**config.mk**
```make
export PLATFORM = sky130hd
export DESIGN_NAME = pong_ball_ctrl
export DESIGN_NICKNAME = d
export VERILOG_FILES = /design/src/rtl/pong_pkg.sv /design/src/rtl/btn_rise_det.sv /design/src/rtl/pong_ball_ctrl.sv
export SDC_FILE = /design/constraint.sdc
export NUM_CORES = 1
export LEC_CHECK = 0
export BUFFER_PORTS_ARGS = -buffer_cell sky130_fd_sc_hd__buf_2
export CAP_MARGIN = 20
export CORE_MARGIN = 4
export CORE_UTILIZATION = 40
export DETAILED_ROUTE_END_ITERATION = 10
export HOLD_SLACK_MARGIN = 0.05
export PLACE_DENSITY = 0.62
export SLEW_MARGIN = 20
export SYNTH_ARGS = -nofsm -noshare
export SYNTH_HDL_FRONTEND = slang
export SYNTH_HIERARCHICAL = 1
export SYNTH_SLANG_ARGS = --single-unit
export TNS_END_PERCENT = 100
```
**constraint.sdc**
```tcl
create_clock -name clk -period 3.7 [get_ports clk]
set_clock_uncertainty 0.1 [all_clocks]
set_input_delay 0.185 -clock clk [delete_from_list [all_inputs] [get_ports clk]]
set_output_delay 0.185 -clock clk [all_outputs]
set_load 0.03 [all_outputs]
```
**src/rtl/pong_pkg.sv**
```systemverilog
// pong_pkg: shared FSM states, side constants and default sizing for the pong core
package pong_pkg;
  typedef enum logic [2:0] {IDLE, SERVE, MOVE_R, MOVE_L, POINT, GAME_OVER} state_e;
  localparam logic LEFT = 1'b0;
  localparam logic RIGHT = 1'b1;
  localparam int DEF_NUM_LEDS = 8;
  localparam int DEF_WIN_SCORE = 9;
endpackage

```
**src/rtl/btn_rise_det.sv**
```systemverilog
// btn_rise_det: one-cycle pulse on the rising edge of a synchronised button level
module btn_rise_det (
  input  logic clk,
  input  logic reset,
  input  logic btn_i,
  output logic rise_o
);
  logic btn_q;
  always_ff @(posedge clk or posedge reset)
    if (reset) btn_q <= 1'b0;
    else btn_q <= btn_i;
  assign rise_o = btn_i & ~btn_q;
endmodule

```
**src/rtl/pong_ball_ctrl.sv**
```systemverilog
// pong_ball_ctrl: ball FSM, paddle hit detection and scoring for a one-row LED pong game
module pong_ball_ctrl import pong_pkg::*; #(
  parameter int NUM_LEDS    = DEF_NUM_LEDS,
  parameter int SCORE_W     = 4,
  parameter int WIN_SCORE   = DEF_WIN_SCORE,
  parameter int PAUSE_TICKS = 2
) (
  input  logic                clk,
  input  logic                reset,
  input  logic                tick,
  input  logic                start,
  input  logic                btn_l,
  input  logic                btn_r,
  output logic [NUM_LEDS-1:0] leds,
  output logic [SCORE_W-1:0]  score_l,
  output logic [SCORE_W-1:0]  score_r,
  output logic                game_over,
  output logic                winner
);
  localparam int PW = $clog2(NUM_LEDS);
  localparam int CW = $clog2(PAUSE_TICKS + 1);
  localparam logic [PW-1:0] LAST = PW'(NUM_LEDS - 1);
  localparam logic [SCORE_W-1:0] WIN = SCORE_W'(WIN_SCORE);
  localparam logic [NUM_LEDS-1:0] ONE = NUM_LEDS'(1);
  localparam logic [NUM_LEDS-1:0] HALF = NUM_LEDS'((1 << (NUM_LEDS / 2)) - 1);
  state_e state_q, state_d;
  logic [PW-1:0] pos_q, pos_d;
  logic [SCORE_W-1:0] sl_q, sl_d, sr_q, sr_d;
  logic [CW-1:0] cnt_q, cnt_d;
  logic server_q, server_d, win_q, win_d, go_q;
  logic [NUM_LEDS-1:0] leds_q, leds_d;
  logic rise_l, rise_r;
  btn_rise_det u_rise_l (.clk(clk), .reset(reset), .btn_i(btn_l), .rise_o(rise_l));
  btn_rise_det u_rise_r (.clk(clk), .reset(reset), .btn_i(btn_r), .rise_o(rise_r));
  always_comb begin
    state_d = state_q;
    pos_d = pos_q;
    server_d = server_q;
    sl_d = sl_q;
    sr_d = sr_q;
    cnt_d = cnt_q;
    win_d = win_q;
    case (state_q)
      IDLE: if (start) begin
        state_d = SERVE;
        pos_d = '0;
        server_d = LEFT;
      end
      SERVE: if (server_q == LEFT ? rise_l : rise_r) state_d = server_q == LEFT ? MOVE_R : MOVE_L;
      // A receiver press only counts as a hit at the paddle end; anywhere else it is a fault
      MOVE_R:
        if (rise_r && pos_q == LAST) state_d = MOVE_L;
        else if (rise_r || (tick && pos_q == LAST)) begin
          sl_d = sl_q + 1'b1;
          server_d = RIGHT;
          cnt_d = '0;
          state_d = POINT;
        end else if (tick) pos_d = pos_q + 1'b1;
      MOVE_L:
        if (rise_l && pos_q == '0) state_d = MOVE_R;
        else if (rise_l || (tick && pos_q == '0)) begin
          sr_d = sr_q + 1'b1;
          server_d = LEFT;
          cnt_d = '0;
          state_d = POINT;
        end else if (tick) pos_d = pos_q - 1'b1;
      POINT: if (tick) begin
        if (cnt_q != CW'(PAUSE_TICKS - 1)) cnt_d = cnt_q + 1'b1;
        else if (sl_q == WIN || sr_q == WIN) begin
          state_d = GAME_OVER;
          win_d = sr_q == WIN;
        end else begin
          state_d = SERVE;
          pos_d = server_q == LEFT ? '0 : LAST;
        end
      end
      GAME_OVER: if (start) begin
        sl_d = '0;
        sr_d = '0;
        server_d = LEFT;
        pos_d = '0;
        state_d = SERVE;
      end
      default: state_d = IDLE;
    endcase
  end
  assign leds_d = state_d == IDLE ? '0 :
                  state_d == POINT ? '1 :
                  state_d == GAME_OVER ? (win_d ? ~HALF : HALF) : ONE << pos_d;
  always_ff @(posedge clk or posedge reset)
    if (reset) begin
      state_q <= IDLE;
      pos_q <= '0;
      server_q <= LEFT;
      sl_q <= '0;
      sr_q <= '0;
      cnt_q <= '0;
      win_q <= 1'b0;
      leds_q <= '0;
      go_q <= 1'b0;
    end else begin
      state_q <= state_d;
      pos_q <= pos_d;
      server_q <= server_d;
      sl_q <= sl_d;
      sr_q <= sr_d;
      cnt_q <= cnt_d;
      win_q <= win_d;
      leds_q <= leds_d;
      go_q <= state_d == GAME_OVER;
    end
  assign leds = leds_q;
  assign score_l = sl_q;
  assign score_r = sr_q;
  assign game_over = go_q;
  assign winner = win_q;
endmodule

```
==> results of run 1 <==
-- stage by stage --
stage	power (mW)	cell area (um^2)	std cells	utilization	setup slack, ps
final	1.63	2070	255	0.499	1250
after global routing	1.75	2070	255	0.499	1130
after CTS	1.64	2070	255	0.499	1280
after detailed placement	1.29	1920	244	0.464	1260
after global placement	1.28	1920	244	0.464	1330
after floorplan	1.12	1770	176	-	1360
-- registers in the layout (all words and copies together) (netlist names) --
register        flops
cnt_q               2
game_over           1
leds                8
pos_q               3
score_l             4
score_r             4
server_q            1
state_q             3
u_rise_l/btn_q      1
u_rise_r/btn_q      1
winner              1
-- power by group through the flow --
| stage | Clock [mW] | Sequential, mW | Combinational (mW) |
|---|---|---|---|
| 2_1_floorplan | 0 | 0.603 | 0.515 |
| 3_3_place_gp | 0 | 0.531 | 0.749 |
| 3_5_place_dp | 0 | 0.535 | 0.760 |
| 4_1_cts | 0.343 | 0.532 | 0.766 |
| 5_1_grt | 0.358 | 0.552 | 0.843 |
| 6_report | 0.336 | 0.532 | 0.760 |
-- cell type report --
| class | instances | area, um^2 | area share |
|---|---|---|---|
| tap | 50 | 62.6 | 0.0302 |
| multi-input combinational | 128 | 966 | 0.467 |
| timing repair buffer | 26 | 145 | 0.0702 |
| inverter | 14 | 52.6 | 0.0254 |
| clock inverter | 1 | 30.0 | 0.0145 |
| sequential | 29 | 726 | 0.351 |
| clock buffer | 7 | 86.3 | 0.0417 |
-- synthesized netlist by cell type (3+ instances only) --
cell	instances
dfrtp_1	29
nand2_1	16
inv_1	14
nor2_1	11
o21ai_0	10
ha_1	9
nand3_1	5
xor2_1	5
mux2i_1	4
o21ai_1	4
and3b_1	3
and4bb_2	3
buf_2	3
nand3b_1	3
nand4_1	3
nor2b_1	3
nor3b_1	3
-- logic make-up after synthesis --
kind of cell,after synthesis,synth area share
and+or+nand+nor,71,0.262
muxes,4,0.0226
DFF,29,0.409
buffers and inverters,19,0.0465
adders and majority gates,9,0.0635
AOI/OAI and AO/OA,39,0.171
xor gates and xnor gates,5,0.0247
-- cell usage in the layout, fill, tap and decap left out, types with 4 or more instances in the layout --
| cell | netlist | final |
|---|---|---|
| inv_1 | 14 | 13 |
| nor2_1 | 11 | 11 |
| buf_2 | 3 | 23 |
| dfrtp_1 | 29 | 29 |
| mux2i_1 | 4 | 4 |
| ha_1 | 9 | 9 |
| clkbuf_8 | 0 | 6 |
| nand3_1 | 5 | 5 |
| nand2_1 | 16 | 16 |
| o21ai_1 | 4 | 4 |
| xor2_1 | 5 | 5 |
| o21ai_0 | 10 | 10 |
-- metal layers --
layer	vias up	global-route usage	wire length [um]
li1	682	-	-
met2	32	0.239	1810
met4	0	0.0474	56
met1	675	0.190	1730
met5	-	0	0
met3	6	0.0527	177
-- worst max-delay path by stage --
stage                           from  endpoint  slack (ps)  depth (start not counted)
after floorplan           score_r[1]   leds[0]        1360                          8
after global placement      pos_q[0]   leds[3]        1330                          8
after detailed placement    pos_q[0]   leds[2]        1260                          8
after CTS                   pos_q[0]   leds[2]        1280                          8
after global routing        pos_q[0]   leds[2]        1130                          8
final                       pos_q[0]   leds[2]        1250                          8
-- tightest hold or removal path, cell delays in order --
cell	delay, ps
dlygate4sd3_1	530
buf_2	140
inv_1	50
==> results.ini, run 1 <==
[status]
run_status = finished, final reports clean

[job]
drv_cap = 0

[power_and_ir_drop]
combPwrFrac = 0.467
seqPwrFrac = 0.327
p_switching_uw = 698
p_leak_nw = 1.01
swShare = 0.429
cellPowerDensity_nw_per_um2 = 787
internal_power_uw = 929
peakVddDrop_mv = 0.412
clkPwrFrac = 0.206

[detailed_routing]
first_iter_violations = 76
drc_errors = 0
vias = 1395
wirelength_um = 3780
via_per_inst = 5.47
drt_pass1_iterations = 4
ant_nets = 0
post_drt_wl_per_cell_um = 14.8

[setup_path]
worstPathArrival_ps = 2530
critPathLaunchType = flop
r2r_end = leds[2]
cpPeakStageDelay_ps = 400
crit_fanout = 5
end_kind = flop
required_ps = 3780
reg2regPathDepth = 8
cpLargestDelayFamily = compound AO/OA/AOI/OAI gates
worstPathCellList = ha_1 > ha_1 > and3b_1 > o31ai_1 > o22ai_1 > nand2_1 > nand2_1 > o31ai_1
rrSetupSlack_ps = 1250
critPathSlowestCell = o31ai_1
path_class = flop to flop
path_buf_inv = 0
worstReg2RegStart = pos_q[0]

[synthesis]
ys_types = 53
synthFlopType = dfrtp_1
synth.ff_latch_count = 29
seq_area_frac_synth = 0.409
mappedNetlistArea_um2 = 1770
synth_top_area_share = 0.409
synth_cells = 176
avgSynthCellArea_um2 = 10.1
yosys_warnings = 6
synth_fp_nets = 191
synthArstFlopShare = 1.00
synthTopCellsByArea = dfrtp_1, ha_1, nand2_1
synth_area_leader_cell = dfrtp_1
synth_edf_count = 0

[clock_tree]
cts_tree = done
hold_buffers = 3
cts_resized = 0
cts_setup_buffers = 0
numCtsBuffers = 5
clkTransAtPathRegs_ps = 60
cts_max_level = 2
max-clock-path-buffers = 2
cts_root_buf = clkbuf_8
clk-insertion-delay-late_ps = 280
clock-sinks = 29

[floorplan]
fp-row-count = 23
die_w_um = 74.6
coreArea_um2 = 4140
dieArea_um2 = 5570
die_h_um = 74.6
ios = 24
start_util = 0.428

[layout]
insertedDiodeCount = 0
n_fill_cell = 407
area_delta_synth_final_pct = 16.6
fin_nets = 219
layout-drive-gt1-share = 0.259

[timing]
setup-violations-final = 0
worst_slew_pin_slew_ps = 609
final_max_slew_viol_count = 0
grt_setup_unrepaired = false
hold_slack_ps = 202
fin_crit_sh = 0.662
max_freq_mhz = 408
finalSetupTns_ps = 0
period_minus_slack_ps = 2450
finalHoldViolations = 0
slew_headroom = 0.594

[placement]
portBuffers = 23
gp_routability_congestion = 0.882
hpwl_um = 2900

[grt]
grt-ovfl-total = 0
grt_pass1_vias = 1374
grt_pass1_wl_um = 6270
antenna_found_initial = 0
grt_max_degree = 28
grt_util_all_layers = 0.150

[worst_hold_path]
worstHoldPathType = input pin to async pin

Power figures use the tool's default switching activity.
==> run 2, diff against run 1 <==
- clock period: 3.7 -> 2.3 ns (I/O delays scaled with it)
==> run 2 against run 1 <==
  * Hold slack lost 77 ps
  * Global-route usage rose by 2.1 points
  * Register-to-register slack got worse by 1200 ps
  * Combinational power up 120%
  * Non-clock buffer count rose by 25
  * Critical endpoint unchanged
  * Routed wire length is 15% higher
  * Largest cell class unchanged
  * Clock power rose by 25%
  * Sequential power rose by 51%
  * Clock-buffer cell count shrank 2
  * First-iteration DRC count is 5.3% lower
  * Via count up 8.5%
  * Utilization increased by 6.1 points
==> results.ini, run 2 (synthesized netlist as in run 1, its figures left out) <==
[timing]
grt_setup_unrepaired = true
fin_crit_sh = 0.971
slew_headroom = 0.550
finalSetupTns_ps = 0
worst_slew_pin_slew_ps = 674
finalHoldViolations = 0
fin_ws_ps = 67.8
max_freq_mhz = 448
period_minus_slack_ps = 2230
setup-violations-final = 0
final_max_slew_viol_count = 0
hold_slack_ps = 124

[layout]
largest_reg_flops = 8
insertedDiodeCount = 0
final_cell_mix = dfrtp_1, buf_4, buf_2, nand2_1, inv_1
layout-drive-gt1-share = 0.391
fin_nets = 244
stdcell_count = 280
n_fill_cell = 376
area_delta_synth_final_pct = 30.7

[clock_tree]
clkTransAtPathRegs_ps = 70
max-clock-path-buffers = 2
cts_max_level = 2
numCtsBuffers = 5
clk-insertion-delay-late_ps = 290
cts_root_buf = clkbuf_8
clock-sinks = 29
cts_tree = done

[floorplan]
die_w_um = 74.6
ios = 24
dieArea_um2 = 5570
start_util = 0.428
coreArea_um2 = 4140
fp-row-count = 23
die_h_um = 74.6

[grt]
grt-ovfl-total = 0
antenna_found_initial = 0
grt_max_degree = 18
grt_pass1_vias = 1511
grt_util_all_layers = 0.170
grt_pass1_wl_um = 7090

[setup_path]
worstPathCellList = ha_2 > ha_4 > nor3b_4 > buf_4 > mux2i_1 > o22a_1 > and3_1 > nand2_1 > o31ai_1
worstReg2RegStart = pos_q[0]
critPathSlowestCell = dfrtp_1
worstPathArrival_ps = 2330
end_kind = flop
cpLargestDelayFamily = simple AND/OR/NAND/NOR gates
cpPeakStageDelay_ps = 410
path_buf_inv = 1
critPathLaunchType = flop
crit_start = pos_q[0]
required_ps = 2390
crit_fanout = 5
path_class = flop to flop

[detailed_routing]
post_drt_wl_per_cell_um = 15.5
vias = 1514
first_iter_violations = 72
ant_nets = 0
via_per_inst = 5.41
drt_pass1_iterations = 4
wirelength_um = 4340
drc_errors = 0

[power_and_ir_drop]
cellPowerDensity_nw_per_um2 = 1240
peakVddDrop_mv = 0.684
p_leak_nw = 1.11

[placement]
hpwl_um = 3280
portBuffers = 23
gp_routability_congestion = 0.849
dp_worst_setup_slack_ps = -31.9
dp_cells = 266

[status]
run_status = finished, final reports clean

[worst_hold_path]
worstHoldPathType = input pin to async pin

[job]
drv_cap = 0

## run 2: cell types whose count changed in the layout (fill, tap and decap cells not counted), sizes merged
cell / previous run / this run
buf: 23 / 48
clkbuf: 7 / 5
bufinv: 1 / 0
clkinv: 0 / 2
clkinvlp: 0 / 1
## run 2: worst reg2reg max path, stage by stage (launching register included)
cell and delay, ps:
dfrtp_1 410, ha_2 200, ha_4 180, nor3b_4 200, buf_4 140, mux2i_1 190, o22a_1 200, and3_1 210
nand2_1 90, o31ai_1 200
## run 2: area by class of cell
type                    count  area (um^2)  share of cell area
multi-input cells         128         1050               0.455
well taps                  50         62.6              0.0270
inverters                  14         52.6              0.0227
repair buffers             51          333               0.143
flip-flops and latches     29          731               0.315
clock buffers               5         68.8              0.0297
clock inverters             3         17.5             0.00755
## run 2: where the power goes
group	total, mW	leakage (nW)	internal [mW]	switching [mW]
Sequential	0.802	0.381	0.679	0.123
Clock	0.420	0.0439	0.208	0.212
Combinational	1.66	0.690	0.704	0.953
Total	2.88	1.11	1.59	1.29
## run 2: routing by layer
layer	track usage	up-vias	wire length [um]
met5	0	-	0
met4	0.0553	0	46
met3	0.0514	6	178
met2	0.290	38	2190
met1	0.205	742	1930
li1	-	728	-
## run 2: worst paths after layout
path                       depth (start not counted)              to  slack, ps
max                                                9         leds[2]         70
min                                                3  u_rise_r/btn_q        120
max reg2reg                                        9         leds[2]         70
min reg2reg                                        2        cnt_q[1]        430
max in group asynchronous                          4        pos_q[1]       1110
min in group clk                                   4        server_q        170
## run 2: metrics by stage
stage	power, mW	utilization	area, um^2
2_1_floorplan	1.81	-	1780
3_3_place_gp	2.26	0.505	2090
3_5_place_dp	2.31	0.505	2090
4_1_cts	2.77	0.537	2230
5_1_grt	3.09	0.560	2320
6_report	2.88	0.560	2320
## run 2: what timing repair did
item                                   in CTS  in global routing
resized for setup                           3                 15
setup endpoints to repair                   5                  8
setup buffers                               0                  3
pin swaps                                   2                  6
hold buffers                                3                  0
endpoints found under the hold margin      20                  0
